[src/rtl/seq_detect_pkg.sv]
// Shared definitions for the parametrised serial pattern detector.
// Holds the default pattern length, counter width and reset-time pattern,
// plus the helper that sizes the window fill counter.
package seq_detect_pkg;

  localparam int PAT_LEN_DEF = 4;
  localparam int CNT_W_DEF   = 8;

  // MSB is the first bit received.
  localparam logic [PAT_LEN_DEF-1:0] PATTERN_DEF = 4'b1011;

  // Fill counter must hold 0..len inclusive.
  function automatic int fill_w(input int len);
    return $clog2(len + 1);
  endfunction

endpackage

[src/rtl/seq_match_counter.sv]
// Saturating match counter.
// Ports:
//   clk, reset : clock and synchronous active-high reset
//   inc        : count one match this edge
//   clear      : zero the counter this edge (applied before inc)
//   cnt        : current count, saturates at 2^CNT_W-1
//   sat        : cnt is at its maximum (registered with cnt)
module seq_match_counter #(
  parameter int CNT_W = 8
) (
  input  logic             clk,
  input  logic             reset,
  input  logic             inc,
  input  logic             clear,
  output logic [CNT_W-1:0] cnt,
  output logic             sat
);

  localparam logic [CNT_W-1:0] CNT_MAX = '1;

  logic [CNT_W-1:0] base;
  logic [CNT_W-1:0] cnt_nxt;

  // Clear first, then count, so clear+match on one edge yields 1.
  always_comb begin
    base    = clear ? '0 : cnt;
    cnt_nxt = base;
    if (inc && (base != CNT_MAX)) begin
      cnt_nxt = base + 1'b1;
    end
  end

  always_ff @(posedge clk) begin
    if (reset) begin
      cnt <= '0;
      sat <= 1'b0;
    end else begin
      cnt <= cnt_nxt;
      sat <= (cnt_nxt == CNT_MAX);
    end
  end

endmodule

[src/rtl/seq_detect_param.sv]
// Parametrised serial pattern detector.
// Shifts accepted bits into a PAT_LEN-bit window and pulses seq_seen the
// cycle after the bit that completes a match. Pattern is reloadable and
// detection can be overlapping or non-overlapping.
// Ports:
//   clk, reset  : clock and synchronous active-high reset
//   inp_bit     : serial data, consumed when inp_valid = 1
//   inp_valid   : input bit qualifier
//   overlap_en  : 1 = overlapping, 0 = non-overlapping detection
//   pat_load    : load pat_in as the pattern (clears window, drops bit)
//   pat_in      : new pattern, MSB first
//   cnt_clear   : zero the match counter
//   seq_seen    : one-cycle match pulse
//   match_count : saturating match count
//   count_sat   : match_count at maximum
module seq_detect_param
  import seq_detect_pkg::*;
#(
  parameter int                 PAT_LEN = PAT_LEN_DEF,
  parameter logic [PAT_LEN-1:0] PATTERN = PATTERN_DEF,
  parameter int                 CNT_W   = CNT_W_DEF
) (
  input  logic               clk,
  input  logic               reset,
  input  logic               inp_bit,
  input  logic               inp_valid,
  input  logic               overlap_en,
  input  logic               pat_load,
  input  logic [PAT_LEN-1:0] pat_in,
  input  logic               cnt_clear,
  output logic               seq_seen,
  output logic [CNT_W-1:0]   match_count,
  output logic               count_sat
);

  localparam int                FILL_W    = fill_w(PAT_LEN);
  localparam logic [FILL_W-1:0] FILL_FULL = FILL_W'(PAT_LEN);

  logic [PAT_LEN-1:0] pat_p0;
  logic [PAT_LEN-1:0] hist_p0;
  logic [FILL_W-1:0]  fill_p0;

  logic [PAT_LEN-1:0] hist_nxt;
  logic [FILL_W-1:0]  fill_inc;
  logic               match;

  // Match is judged on the window as it will be after this bit shifts in.
  // Gating by inp_valid first keeps an X on inp_bit out of match.
  always_comb begin
    hist_nxt = {hist_p0[PAT_LEN-2:0], inp_bit};
    fill_inc = (fill_p0 == FILL_FULL) ? FILL_FULL : fill_p0 + 1'b1;
    match    = inp_valid && !pat_load &&
               (fill_inc == FILL_FULL) && (hist_nxt == pat_p0);
  end

  // Stage p0: window, fill and pattern registers; registered match pulse
  always_ff @(posedge clk) begin
    if (reset) begin
      pat_p0   <= PATTERN;
      hist_p0  <= '0;
      fill_p0  <= '0;
      seq_seen <= 1'b0;
    end else if (pat_load) begin
      pat_p0   <= pat_in;
      hist_p0  <= '0;
      fill_p0  <= '0;
      seq_seen <= 1'b0;
    end else begin
      seq_seen <= match;
      if (inp_valid) begin
        hist_p0 <= hist_nxt;
        // Non-overlap: restart the fill so the next match needs fresh bits.
        fill_p0 <= (match && !overlap_en) ? '0 : fill_inc;
      end
    end
  end

  // A pattern load leaves the counter untouched, including a pending clear.
  seq_match_counter #(
    .CNT_W (CNT_W)
  ) u_cnt (
    .clk   (clk),
    .reset (reset),
    .inc   (match),
    .clear (cnt_clear && !pat_load),
    .cnt   (match_count),
    .sat   (count_sat)
  );

endmodule

[config.mk]
export PLATFORM = sky130hd
export DESIGN_NAME = seq_detect_param
export DESIGN_NICKNAME = d
export VERILOG_FILES = /design/src/rtl/seq_detect_pkg.sv /design/src/rtl/seq_match_counter.sv /design/src/rtl/seq_detect_param.sv
export SDC_FILE = /design/constraint.sdc
export NUM_CORES = 1
export LEC_CHECK = 0
export CORE_UTILIZATION = 46
export CTS_CLUSTER_SIZE = 30
export DETAILED_ROUTE_END_ITERATION = 8
export GPL_TIMING_DRIVEN = 0
export PLACE_DENSITY_LB_ADDON = 0.15
export SYNTH_ARGS = -nofsm -noshare
export SYNTH_HDL_FRONTEND = slang
export SYNTH_SLANG_ARGS = --single-unit
[constraint.sdc]
create_clock -name clk -period 2.6 [get_ports clk]
set_input_delay 0.39 -clock clk [delete_from_list [all_inputs] [get_ports clk]]
set_output_delay 0.39 -clock clk [all_outputs]
set_load 0.02 [all_outputs]
==> flow_summary.ini, run 1 <==
[finish]
post-route-cell-area_um2 = 1410
multiInputGateArea_um2 = 697
final_core_util_pct = 61.7
fin_nets = 166
syn_to_final_growth_pct = 22.3
seq_area_um2 = 400
drive_gt1_share_pct = 12.6
antennaDiodeCount = 0
fill_cells = 199

[logic_synthesis]
synthAdderAreaFrac_pct = 3.27
synth_mux_area_share_pct = 5.23
synth_ff_type = dfxtp_1
synth_compound_area_share_pct = 14.3
synth_fp_nets = 144
synthTopCellsByArea = dfxtp_1, mux2i_1, nor2_1
synth_edf_count = 0
synth-xor-area-share_pct = 6.10
synth_cell_type_count = 40
synth_top_family_by_area = simple AND/OR/NAND/NOR gates
syn_area_per_cell_um2 = 8.84
netlist_area_um2 = 1150
synth-simple-area-share_pct = 30.5
synth_commonest_cells = dfxtp_1, nor2_1, nand2_1, a21oi_1
yosys.area.top_type_share_pct = 34.9
synth.most_common_cell = dfxtp_1
ys_async_sr_fraction_pct = 0
ys_ff_latch = 20
synth_sequential_area_ratio_pct = 34.9
ys_warn_count = 0
yosys.area.top_type = dfxtp_1
synthesis.instances = 130

[worst_setup_path]
reg2reg_to = u_cnt.sat$_SDFF_PP0_
required_ns = 2.81
crit_buf_inv = 3
cp_top_family = compound AO/OA/AOI/OAI gates
cp_slowest_cell = clkdlybuf4s50_1
critPathKind = primary input to flip-flop
path_max_fanout = 10
path_cells = clkdlybuf4s50_1 > nand2b_2 > buf_6 > and2_2 > ha_4 > and2_1 > nand4_1 > o2111a_1 > buf_6 > a21oi_1 > o22ai_1 > a2111oi_2
worstSetupEndpointType = flip-flop
crit_path_frequent_cell = buf_6
critPathMaxStageDelay_ns = 0.41
timing.rr.start = fill_p0[0]$_SDFFE_PP0P_
ff2ff_setup_slack_ns = 0.25
r2r_cells = 9
startpoint_type = primary input
worstPathArrival_ns = 2.72

[route]
num_vias = 939
ant_nets = 0
wire_per_inst_um = 11.7
vias_per_cell = 5.25
drc = 0
drtPass1Iterations = 5
drt_iter0_markers = 27
wl_um = 2100

[global_routing]
grt_overflow = 0
grt_usage_pct = 17.5
grt_pass1_vias = 838
grt_max_degree = 12
antenna_found_initial = 0
grt_pass1_wl_um = 3460

[pwr]
p_per_area_nw_per_um2 = 390
peakVddDrop_mv = 0.433
leakage_nw = 0.506
p_total_uw = 548

[die]
dieArea_um2 = 2700
pin_count = 21
start_util_pct = 50.5
rows = 17
fp.coreArea_um2 = 2280
die_y_um = 52.0
die_x_um = 52.0

[status]
status = completed

[flow_run]
maxCapViolations = 0

[sta]
maxSlewViolCount = 0
max_slew_margin_pct = 72.8
setup_viol = 0
hold_slack_ns = 0.352
worst_slew_pin_slew_ns = 0.408
post-route-period-util_pct = 96.6
fin_crit_ns = 2.51
finalHoldViolCount = 0
fin_skew_ns = 0.00366
fmax_mhz = 398

[clocking]
clock_sinks = 20
root_buffer = clkbuf_4
hold_buffers = 0
cts_tree = done
worstSkewPairLatency_ns = 0.29
clk_pin_slew_ns = 0.11
cts_setup_buffers = 0
h-tree-depth = 1
cts_made_buffers = 3
postCtsResizedCells = 0
cts.path.max_buffers = 2

[place]
port_buffers = 17
place_area_um2 = 1350
hpwl_um = 1560
place_congestion = 0.769

[hold_path]
whs_endpoint = pat_p0[0]$_SDFFE_PP1P_
hold_class = primary input to flip-flop
hp-start = pat_load
whs_path_depth = 2
[how the worst max path moves through the flow]
stage	depth (start not counted)	to	start	slack, ns
after floorplan	12	u_cnt.sat$_SDFF_PP0_	pat_load	0.12
after global placement	12	u_cnt.sat$_SDFF_PP0_	cnt_clear	-0.28
after detailed placement	12	u_cnt.sat$_SDFF_PP0_	cnt_clear	-0.28
after CTS	12	u_cnt.sat$_SDFF_PP0_	cnt_clear	0.03
after global routing	12	u_cnt.sat$_SDFF_PP0_	cnt_clear	-0.01
final	12	u_cnt.sat$_SDFF_PP0_	cnt_clear	0.09
[cell type report]
| class | instances | share of cell area (%) |
|---|---|---|
| Buffer | 7 | 3.65 |
| Clock buffer | 4 | 2.58 |
| Inverter | 4 | 1.07 |
| Multi-Input combinational cell | 99 | 49.6 |
| Sequential cell | 20 | 28.5 |
| Tap cell | 28 | 2.49 |
| Timing Repair Buffer | 17 | 12.1 |
[cell families (layout without fill, tap and decap cells)]
family / after synthesis / count (layout)
compound gates: 21 / 21
xor+xnor: 8 / 8
fa+ha+maj: 3 / 3
buf+inv: 11 / 32
flops: 20 / 20
mux: 6 / 6
simple gates: 61 / 61
[state kept, by name (all words and copies together) (netlist names)]
signal,flops
hist_p0,3
u_cnt.sat,1
u_cnt.cnt,8
fill_p0,3
seq_seen,1
pat_p0,4
[where the power goes]
part           internal [mW]  leakage, nW  switching [mW]
logic                 0.0292        0.323          0.0257
registers              0.312        0.162         0.00456
clock network         0.0853       0.0210          0.0907
total                  0.427        0.506           0.121
[layout by cell type, fill, tap and decap left out, drive strengths merged]
cell and instances:
o2111a 1, and3b 1, and2b 1, or3 2, a211oi 2, nor2b 3, nor2 15, mux2i 6
nand3b 4, a31oi 2, buf 4, nand2 12, nor4b 1, or2 3, nor3b 2, and4 1
a2111oi 1, nand3 4, nand4b 1, a211o 3, a21o 1, ha 3, and2 3, clkdlybuf4s50 17
xor2 6, o21ai 2, nand2b 4, nand4 4, xnor2 2, inv 4, a21oi 8, clkbuf 7
o22ai 1, dfxtp 20
[metal layers]
layer / share of wire (%) / global-route usage [%]
met3: 4.3 / 6.14
met2: 46 / 28.6
met1: 49 / 21.5
met4: 0.62 / 4.95
met5: 0 / 0
[per-stage QoR]
stage / cells / worst slack, ns / setup TNS (ns)
final: 179 / 0.0885 / 0
after global routing: 179 / -0.0134 / -0.0134
after CTS: 179 / 0.0295 / 0
after detailed placement: 175 / -0.281 / -0.630
after global placement: 175 / -0.279 / -0.520
after floorplan: 130 / 0.123 / 0
Note: power is estimated with default switching activity, not from simulation.
==> inputs of run 2 (changes only) <==
--- a/config.mk
+++ b/config.mk
@@ -5,11 +5,13 @@
 export SDC_FILE = /design/constraint.sdc
 export NUM_CORES = 1
 export LEC_CHECK = 0
+export CORE_MARGIN = 3
 export CORE_UTILIZATION = 46
 export CTS_CLUSTER_SIZE = 30
 export DETAILED_ROUTE_END_ITERATION = 8
 export GPL_TIMING_DRIVEN = 0
 export PLACE_DENSITY_LB_ADDON = 0.15
+export SETUP_SLACK_MARGIN = 0.4
 export SYNTH_ARGS = -nofsm -noshare
 export SYNTH_HDL_FRONTEND = slang
 export SYNTH_SLANG_ARGS = --single-unit
==> flow_summary.ini, run 2 (synthesis gave the netlist of run 1 again) <==
[die]
dieArea_um2 = 3130
fp.coreArea_um2 = 2300
start_util_pct = 50.0
die_x_um = 56.0
rows = 17
pin_count = 21
die_y_um = 56.0

[pwr]
peakVddDrop_mv = 0.335
leakage_nw = 0.585
p_total_uw = 639
p_per_area_nw_per_um2 = 413

[global_routing]
use_met2_pct = 22.7
met1_usage_pct = 20.4
antenna_found_initial = 0
grt_overflow = 0
grt_busiest_layer = met2
grt_usage_pct = 14.4
grt_pass1_wl_um = 3710
grt_pass1_vias = 846
grtUsageMet3_pct = 2.09
grt_max_degree = 13

[place]
place_ws_ns = -0.0578
hpwl_um = 1650
port_buffers = 17
place_congestion = 0.806

[worst_setup_path]
cp_top_family = simple AND/OR/NAND/NOR gates
path_cells = dlygate4sd2_1 > nand2b_4 > buf_6 > and2_4 > ha_4 > and2_4 > nand4_1 > o2111a_2 > buf_6 > nand3b_1 > a2111oi_2
critPathMaxStageDelay_ns = 0.34
critPathKind = primary input to flip-flop
cp_slowest_cell = a2111oi_2
required_ns = 2.81
startpoint_type = primary input
crit_buf_inv = 3
worstSetupEndpointType = flip-flop
path_max_fanout = 7
worstPathArrival_ns = 2.40

[route]
wl_um = 2500
wire_per_inst_um = 13.2
ant_nets = 0
vias_per_cell = 5.19
num_vias = 986
drt_iter0_markers = 16
drtPass1Iterations = 4
drc = 0

[clocking]
h-tree-depth = 1
cts_made_buffers = 3
clk_pin_slew_ns = 0.13
cts.path.max_buffers = 2
clock_sinks = 20
worstSkewPairLatency_ns = 0.31
root_buffer = clkbuf_4
cts_tree = done

[status]
status = completed

[finish]
top_register = u_cnt.cnt
fill_cells = 193
drive_gt1_share_pct = 22.2
fin_nets = 177
largest_register_ffs = 8
final_common_cell = dfxtp_1
syn_to_final_growth_pct = 34.7
final_cell_mix = dfxtp_1, clkdlybuf4s50_1, nor2_1, nand2_1, buf_4
antennaDiodeCount = 0
reg_top3 = u_cnt.cnt (8), pat_p0 (4)

[sta]
fin_skew_ns = 0.0116
finalHoldViolCount = 0
rsz0062_at_grt = true
maxSlewViolCount = 0
worst_slew_pin_slew_ns = 0.381
post-route-period-util_pct = 84.0
fin_crit_ns = 2.18
setup_viol = 0
fmax_mhz = 458
fin_ws_ns = 0.417
max_slew_margin_pct = 74.6
fin_tns_setup_ns = 0

[hold_path]
hold_class = primary input to flip-flop

[flow_run]
maxCapViolations = 0
run 2: changes by cell type in the layout (fill, tap and decap cells not counted), sizes merged:
cell,before,now
buf,4,15
bufinv,0,1
clkbuf,7,6
clkdlybuf4s50,17,16
dlygate4sd2,0,1
run 2: repair_timing:
item                                    4_1_cts  5_1_grt
gates cloned                                  0        1
pin swaps                                     2        4
hold buffers                                  0        0
gates resized for setup                       3        6
endpoints found under the hold margin         0        0
endpoints found under the setup margin        3        5
setup buffers                                 3        7
run 2: final timing paths:
path                        endpoint  cells past startpoint  slack, ns                     from
max             u_cnt.sat$_SDFF_PP0_                     11       0.42                cnt_clear
max reg2reg     u_cnt.sat$_SDFF_PP0_                      8       0.52  u_cnt.cnt[1]$_SDFF_PP0_
min reg2reg  fill_p0[1]$_SDFFE_PP0P_                      2       0.50  fill_p0[1]$_SDFFE_PP0P_
min           pat_p0[3]$_SDFFE_PP1P_                      2       0.31                 pat_load
run 2: per-layer routing:
layer  wire, um  up-vias
met5          0        -
met1       1240      449
met3         87        4
met4         27        0
met2       1140       17
li1           -      516
run 2: worst reg2reg max path: cells and delay by family, from the launching register on:
| kind | cells | cell delay [ns] |
|---|---|---|
| AO/OA/AOI/OAI | 2 | 0.66 |
| adder cells (fa/ha/maj) | 1 | 0.15 |
| buffers and inverters | 1 | 0.14 |
| flip-flops | 1 | 0.40 |
| AND/OR/NAND/NOR | 4 | 0.64 |
run 2: layout make-up:
type | instances | area, um2 | area share (%)
plain buffers | 7 | 60.1 | 3.88
clock buffers | 3 | 22.5 | 1.46
clock inverters | 1 | 30.0 | 1.94
inverters | 4 | 15.0 | 0.970
multi-input cells | 99 | 724 | 46.8
flip-flops and latches | 20 | 405 | 26.2
well taps | 28 | 35.0 | 2.26
repair buffers | 28 | 255 | 16.5
run 2: where the power goes:
group / total (mW) / switching (mW) / internal (mW)
clock: 0.260 / 0.104 / 0.156
combinational: 0.0625 / 0.0281 / 0.0343
sequential: 0.316 / 0.00449 / 0.312
run 2: through the flow:
step	cells	instance area [um2]	util, %	hold slack [ns]
after floorplan	130	1180	-	0.462
after global placement	175	1390	60.4	0.478
after detailed placement	175	1390	60.4	0.497
after CTS	182	1470	63.8	0.307
after global routing	190	1550	67.4	0.295
final	190	1550	67.4	0.305
==> inputs of run 3 (changes only) <==
==> constraint.sdc (replaced) <==
create_clock -name clk -period 1.9 [get_ports clk]
set_input_delay 0.285 -clock clk [delete_from_list [all_inputs] [get_ports clk]]
set_output_delay 0.285 -clock clk [all_outputs]
set_load 0.02 [all_outputs]
==> flow_summary.ini, run 3 (synthesis gave the netlist of run 1 again) <==
[sta]
finalHoldViolCount = 0
rsz0062_at_grt = true
maxSlewViolCount = 0
fin_skew_ns = 0.00937
fin_ws_ns = -0.130
setup_viol = 8
fmax_mhz = 493
fin_crit_ns = 2.03
hold_slack_ns = 0.218
max_slew_margin_pct = 73.2
post-route-period-util_pct = 107
worst_slew_pin_slew_ns = 0.402

[route]
drt_iter0_markers = 15
num_vias = 1067
wire_per_inst_um = 14.0
ant_nets = 0
wl_um = 2780
drc = 0
drtPass1Iterations = 4
vias_per_cell = 5.36

[worst_setup_path]
critPathMaxStageDelay_ns = 0.38
startpoint_type = flip-flop
path_max_fanout = 3
required_ns = 2.15
critPathKind = flip-flop to flip-flop
worstPathArrival_ns = 2.28
path_cells = inv_4 > ha_4 > nand3b_1 > a211oi_2 > o2111a_2 > nand4_1 > or3_1 > a21oi_2
cp_slowest_cell = dfxtp_4
worstSetupEndpointType = flip-flop

[clocking]
clk_pin_slew_ns = 0.11
h-tree-depth = 1
root_buffer = clkbuf_4
clock_sinks = 20
worstSkewPairLatency_ns = 0.30
hold_buffers = 0
cts_tree = done
cts_made_buffers = 3
cts.path.max_buffers = 2

[pwr]
leakage_nw = 0.692
p_total_uw = 733
peakVddDrop_mv = 0.493
p_per_area_nw_per_um2 = 443

[die]
die_y_um = 56.0
die_x_um = 56.0
dieArea_um2 = 3130
rows = 17
pin_count = 21
start_util_pct = 50.0
fp.coreArea_um2 = 2300

[flow_run]
maxCapViolations = 0

[place]
placed_cells = 175
port_buffers = 17
hpwl_um = 1640
place_area_um2 = 1390
place_congestion = 0.831

[status]
status = finished with violations
violations = negative setup slack

[global_routing]
grt_pass1_wl_um = 4620
grt_max_degree = 11
antenna_found_initial = 0
grt_overflow = 0
grt_pass1_vias = 1035
grt_usage_pct = 18.4

[finish]
antennaDiodeCount = 0
post-route-cell-area_um2 = 1650
fill_cells = 181
fin_nets = 187
reg_top3 = u_cnt.cnt (8), pat_p0 (4)
final_cell_mix = buf_4, dfxtp_1, nor2_1, nand2_1, dlygate4sd2_1
fin_cells = 199
drive_gt1_share_pct = 35.1
syn_to_final_growth_pct = 43.9
final_common_cell = buf_4
top_register = u_cnt.cnt
largest_register_ffs = 8

[hold_path]
hold_class = primary input to flip-flop
## run 3: metal layers
metal | vias up | GRT usage (%) | wire (um)
met5 | - | 0 | 0
met4 | 0 | 6.10 | 47
met3 | 6 | 5.57 | 125
met2 | 28 | 31.7 | 1350
met1 | 500 | 21.6 | 1260
li1 | 533 | - | -
## run 3: through the flow
stage / setup WS, ns / setup TNS, ns / util, %
4_1_cts: -0.139 / -0.315 / 69.5
2_1_floorplan: -0.202 / -0.533 / -
6_report: -0.130 / -0.609 / 71.9
5_1_grt: -0.221 / -1.26 / 71.9
3_5_place_dp: -0.654 / -4.31 / 60.6
3_3_place_gp: -0.650 / -4.06 / 60.6
## run 3: final timing paths
check / endpoint / slack (ns) / start / cells after the start
max: u_cnt.cnt[7]$_SDFF_PP0_ / -0.13 / fill_p0[0]$_SDFFE_PP0P_ / 8
min: pat_p0[1]$_SDFFE_PP1P_ / 0.22 / pat_load / 2
max reg2reg: u_cnt.cnt[7]$_SDFF_PP0_ / -0.13 / fill_p0[0]$_SDFFE_PP0P_ / 8
min reg2reg: hist_p0[2]$_SDFFE_PP0P_ / 0.54 / hist_p0[2]$_SDFFE_PP0P_ / 2
## run 3: what timing repair did
action,CTS,global route
gates resized for setup,31,10
gates cloned,1,0
endpoints found under the setup margin,21,12
pin swaps,12,9
setup buffers,16,4
## run 3: layout make-up
cell class,count,area (um2),share of cell area (%)
Sequential cell,20,412,24.9
Timing Repair Buffer,38,335,20.3
Tap cell,28,35.0,2.12
Inverter,4,17.5,1.06
Clock buffer,3,22.5,1.36
Buffer,7,60.1,3.63
Multi-Input combinational cell,99,771,46.6
## run 3: report_power, final
group | internal [mW] | switching [mW]
Combinational | 0.0559 | 0.0435
Sequential | 0.425 | 0.00635
Clock | 0.0740 | 0.128
## run 3: worst max-delay path: cells and delay by family, from the launching register on
kind,cells,cell delay [ns]
AOI/OAI and AO/OA,3,0.68
and+or+nand+nor,3,0.66
DFF,1,0.38
adders and majority gates,1,0.23
buffers and inverters,1,0.04
